--- src/rtl/updn_cnt_ctrl.sv ---
// Round-robin sequencer for a shared wrap-around up/down counter; one requester owns it per command.
// Grant costs one edge, then one count step per unpaused edge; pause stalls stepping, requests wait in IDLE.
module updn_cnt_ctrl #(
  parameter int WIDTH  = 4,
  parameter int STEP_W = 4
) (
  input  logic              clk,
  input  logic              reset,
  input  logic              req0,
  input  logic              dir0,
  input  logic [STEP_W-1:0] steps0,
  input  logic              req1,
  input  logic              dir1,
  input  logic [STEP_W-1:0] steps1,
  input  logic              pause,
  output logic              ack0,
  output logic              ack1,
  output logic              owner,
  output logic              busy,
  output logic              done,
  output logic [WIDTH-1:0]  count
);

  localparam logic [1:0] IDLE = 2'd0;
  localparam logic [1:0] RUN  = 2'd1;
  localparam logic [1:0] FIN  = 2'd2;

  logic [1:0]        state;
  logic              ptr;
  logic              dir_q;
  logic [STEP_W-1:0] rem;

  logic              gnt_vld;
  logic              gnt_idx;
  logic              sel_dir;
  logic [STEP_W-1:0] sel_steps;

  // ptr=0 favours requester 0 when both requests are pending
  always_comb begin
    gnt_vld   = req0 | req1;
    gnt_idx   = (req0 && req1) ? ptr : req1;
    sel_dir   = gnt_idx ? dir1 : dir0;
    sel_steps = gnt_idx ? steps1 : steps0;
  end

  always_ff @(posedge clk) begin
    if (reset) begin
      state <= IDLE;
      ptr   <= 1'b0;
      dir_q <= 1'b0;
      rem   <= '0;
      ack0  <= 1'b0;
      ack1  <= 1'b0;
      owner <= 1'b0;
      busy  <= 1'b0;
      done  <= 1'b0;
      count <= '0;
    end else begin
      ack0 <= 1'b0;
      ack1 <= 1'b0;
      case (state)
        IDLE: begin
          if (gnt_vld) begin
            ack0  <= ~gnt_idx;
            ack1  <= gnt_idx;
            owner <= gnt_idx;
            ptr   <= ~gnt_idx;
            dir_q <= sel_dir;
            rem   <= sel_steps;
            busy  <= (sel_steps != '0);
            state <= (sel_steps != '0) ? RUN : FIN;
          end
        end
        RUN: begin
          if (!pause) begin
            count <= dir_q ? count - WIDTH'(1) : count + WIDTH'(1);
            rem   <= rem - STEP_W'(1);
            if (rem == STEP_W'(1)) begin
              state <= FIN;
              busy  <= 1'b0;
              done  <= 1'b1;
            end
          end
        end
        FIN: begin
          // A zero-step command enters FIN with done low so its done trails its ack by a cycle
          if (done) begin
            done  <= 1'b0;
            state <= IDLE;
          end else begin
            done  <= 1'b1;
          end
        end
        default: state <= IDLE;
      endcase
    end
  end

endmodule

--- config.mk ---
export PLATFORM = sky130hd
export DESIGN_NAME = updn_cnt_ctrl
export DESIGN_NICKNAME = d
export VERILOG_FILES = /design/src/rtl/updn_cnt_ctrl.sv
export SDC_FILE = /design/constraint.sdc
export NUM_CORES = 1
export LEC_CHECK = 0
export CAP_MARGIN = 20
export CORE_MARGIN = 2
export CORE_UTILIZATION = 30
export DETAILED_ROUTE_END_ITERATION = 10
export GPL_TIMING_DRIVEN = 0
export MAX_ROUTING_LAYER = met4
export PLACE_DENSITY = 0.55
export SLEW_MARGIN = 15
export SYNTH_ARGS = -nofsm -noshare
export SYNTH_HDL_FRONTEND = slang
export SYNTH_SLANG_ARGS = --single-unit
--- constraint.sdc ---
create_clock -name clk -period 3.7 [get_ports clk]
set_input_delay 0.37 -clock clk [delete_from_list [all_inputs] [get_ports clk]]
set_output_delay 0.37 -clock clk [all_outputs]
set_load 0.03 [all_outputs]
Yosys cells after proc, flatten, opt, wreduce, memory -nomap -nowiden --
Cells that the tools add are included.
Cells by class: reductions and logical operators 12, equality and inequality tests 7, bitwise logic cells 5, mux-type cells 21, $add $sub $neg 3
Operator list (count):
- $mux 4 | 4
- $mux 2 | 5
- $mux 1 | 8
- $ne 2x2->1 const B | 4
- $pmux 4 s2 | 1
- $reduce_and 4->1 | 2
- $sub 4x1->4 const B | 2
- $pmux 2 s3 | 1
- $reduce_and 3->1 | 2
- $add 4x1->4 const B | 1
- $eq 4x1->1 const B | 1
- $not 1->1 | 4
- $pmux 1 s2 | 2
- $reduce_and 2->1 | 2
- $reduce_bool 2->1 | 2
- $reduce_bool 4->1 | 1
- $reduce_or 3->1 | 1
- $eq 2x1->1 const B | 1
- $eq 2x2->1 const B | 1
- $logic_not 2->1 | 1
- $logic_and 1x1->1 | 1
- $or 1x1->1 | 1
Word-level totals: flip-flop bits (word level) 17, input bits 15, word-level logic and storage cells 58

Logic depth before layout (Yosys ltp) --
depth in word-level cells 7, mapped depth 6, gate-level depth less buffers 6

Least setup slack after synthesis --
Ideal clock, no wire load.
path type flip-flop to flip-flop, start point register count[1], end point register count[3], setup time 0.123 ns, slack 1.922 ns, path buffers 0, cell stages (with the launch flop) 6, arrival 1.654 ns, cells stage by stage dfxtp_1 ha_1 a21o_1 a21oi_1 mux2i_1 mux2_1
On the way: longest elaborated chain between the ends 2, elaborated cells on any way between the ends 3
Ends and longest elaborated chain:
- from (decl) | RTL line 21 | output logic [WIDTH-1:0] count
- from (signal assigned) | RTL line 76 | count <= dir_q ? count - WIDTH'(1) : count + WIDTH'(1);
- $add 4x1->4 / $sub 4x1->4 (equally long branches) | RTL line 76
- $mux 4 (*) | RTL line 76
Every way passes the cells marked *; elsewhere a longest branch is shown, timed or not. A chain may end at the register's enable or synchronous reset.

Worst setup path in the final report --
start point register count[0], end point output count[0]
No word-level cell between the ends.

==> run metrics <==
first-pass GRT wire length=3.98 mm; Post-synth EDFFs=0; Async S/R FF share, synth=0%; Setup CP Type=reg -> out; Lkg Pwr=0.506 nW; Root Buffer=clkbuf_4; Critical Path Slowest Stage Cell=clkdlybuf4s50_1; crit path max fanout=4; Critical Path Sink Type=primary output; mean post-synth cell area=8.62 um^2; grt ovf=0; Worst EP required=3330 ps; Min-Delay Path Class=reg -> reg; ANT nets after route=0; main flop type after synthesis=dfxtp_1; core area=0.00308 mm^2; Die ar.=0.00375 mm^2; io pins=24; GPL Wtd Cong=0.808; Fin. Hold Viols=0; vias per std cell=4.92; CTS tree=done; Initial DRC Count=34; Routed wire per std cell=12.9 um; Post-CTS Setup Bufs=0; register area share after synthesis=34.6%; min Tclk post-route=1790 ps; Synth Warn #=0; crit path launch type=flip-flop; synthesized cell area=982 um^2; status=finished, final reports clean; vias in the first global route=856; CP bufs+invs=1; Core Rows=20; fin. max-slew vios=0; # setup viols final=0; CP Cell Sequence=clkdlybuf4s50_1; RSZ-0062 raised after global routing=false; antenna cells=0; cell family with most CP delay=buffers and inverters; Worst Max-Slew Pin Slew=549 ps; die width=61.2 um; Synthesized Nets=134; area grow syn2layout=31.8%; gr usage total=15.0%; flops & latches, synth=17; cts bufs inserted=3; clk_skew=11.7 ps; utilization after layout=42.1%; WL final=2.38 mm; CTS max path bufs=2; DR pass1 iterations=7; Total Nets Final=162; Yosys cell types=44; commonest non-fill, non-tap cell in the layout=clkdlybuf4s50_1; hold-fix buffers at CTS=0; # DRC=0; Clock Sinks=17; largest net degree at the start of global routing=11; share of post-route cells with drive strength above 1=8.51%; vias post-DR=911; HPWL after detailed placement=1.80 mm; worst slack, placed=1690 ps; commonest cells after routing, fill and taps aside=clkdlybuf4s50_1 (23), dfxtp_1 (17), nand2_1 (11); VDD IR max=190 uV; Worst Path Arrival=1420 ps; period utilization=48.3%; Syn Inst Count=114; Initial Util=31.9%; Max-slew headroom=62.9%; port bufs=23; setup_tns=0 ps; Final WS setup=1910 ps; initial antenna violation count=0; CTS H-tree depth=1; max-cap violation count=0; crit-path max cell delay=700 ps; clock slew seen by the registers of the worst setup and hold paths=110 ps; Chip Height=61.2 um; post_cts resized=0; Fmax=560 MHz; Power Density=405 mW/mm^2; Worst-Skew Late Latency=300 ps
==> metal layers <==
metal  routed length, um  GRT usage (%)  vias to the layer above
li1                    -              -                      463
met1                1140           20.2                      417
met2                1100           21.7                       25
met3                 106           1.89                        6
met4                  33           8.07                        0
met5                   0              -                        -
==> final cells by class <==
class / instances / area (um^2)
fill: 316 / 1780
inverter: 6 / 22.5
clock inverter: 1 / 5.00
tap: 44 / 55.1
multi-input combinational: 85 / 581
clock buffer: 3 / 22.5
buffer: 6 / 38.8
sequential: 17 / 340
timing repair buffer: 23 / 230
==> stage by stage <==
step	total power [W]	instances	hold WS [ps]	cell area, um^2
after CTS	0.000530	185	466	1290
final	0.000525	185	460	1290
after floorplan	0.000361	114	466	982
after detailed placement	0.000425	181	449	1270
after global placement	0.000423	181	448	1270
after global routing	0.000564	185	488	1290
==> flip-flops by register name, summed over array words and instances, names as in the netlist <==
| signal | count |
|---|---|
| rem | 4 |
| dir_q | 1 |
| ack1 | 1 |
| state | 2 |
| owner | 1 |
| done | 1 |
| count | 4 |
| ptr | 1 |
| ack0 | 1 |
| busy | 1 |
==> power breakdown <==
group | internal, W | switching, W
logic | 0.0000911 | 0.000104
registers | 0.000207 | 0.0000188
clock network | 0.0000402 | 0.0000635
==> synthesized netlist by cell type, types with 2 or more instances <==
| cell | count | area [um^2] |
|---|---|---|
| nor2_1 | 7 | 26.3 |
| nand3b_1 | 2 | 15.0 |
| nand2_1 | 11 | 41.3 |
| nor2b_1 | 2 | 12.5 |
| dfxtp_1 | 17 | 340 |
| inv_1 | 6 | 22.5 |
| nand2b_1 | 2 | 12.5 |
| clkbuf_1 | 3 | 11.3 |
| buf_6 | 2 | 22.5 |
| xnor2_1 | 2 | 17.5 |
| a21boi_0 | 3 | 22.5 |
| a31oi_1 | 2 | 12.5 |
| a211o_1 | 2 | 17.5 |
| o21ai_0 | 4 | 20.0 |
| a21o_1 | 2 | 15.0 |
| ha_1 | 4 | 50.1 |
| and3_1 | 4 | 25.0 |
| a21oi_1 | 10 | 50.1 |
| a211oi_1 | 2 | 15.0 |
| mux2i_1 | 2 | 20.0 |
| nor4_1 | 2 | 12.5 |
==> cells by family after synthesis <==
kind of cell	after synthesis	synth area share [%]
muxes	3	3.18
DFF	17	34.7
and+or+nand+nor	38	21.3
buffers and inverters	12	6.24
AOI/OAI and AO/OA	36	24.8
adders and majority gates	5	7.13
xor gates and xnor gates	3	2.68
==> worst paths after layout <==
| check | start | endpoint | slack, ps | cells after the start |
|---|---|---|---|---|
| worst max-delay path | count[0]$_SDFFE_PP0P_ | count[0] | 1910 | 1 |
| worst min-delay path | busy$_SDFFE_PP0P_ | busy$_SDFFE_PP0P_ | 460 | 2 |
| worst max register to register | dir_q$_SDFFE_PP0P_ | count[3]$_SDFFE_PP0P_ | 2010 | 5 |
| worst min register to register | busy$_SDFFE_PP0P_ | busy$_SDFFE_PP0P_ | 460 | 2 |
==> worst register-to-register path, cell delays in order (launching register included) <==
cell	delay, ps
dfxtp_1	430
ha_1	260
a21o_1	170
a21oi_1	180
mux2i_1	230
mux2_1	330
(Power assumes the default switching activity.)
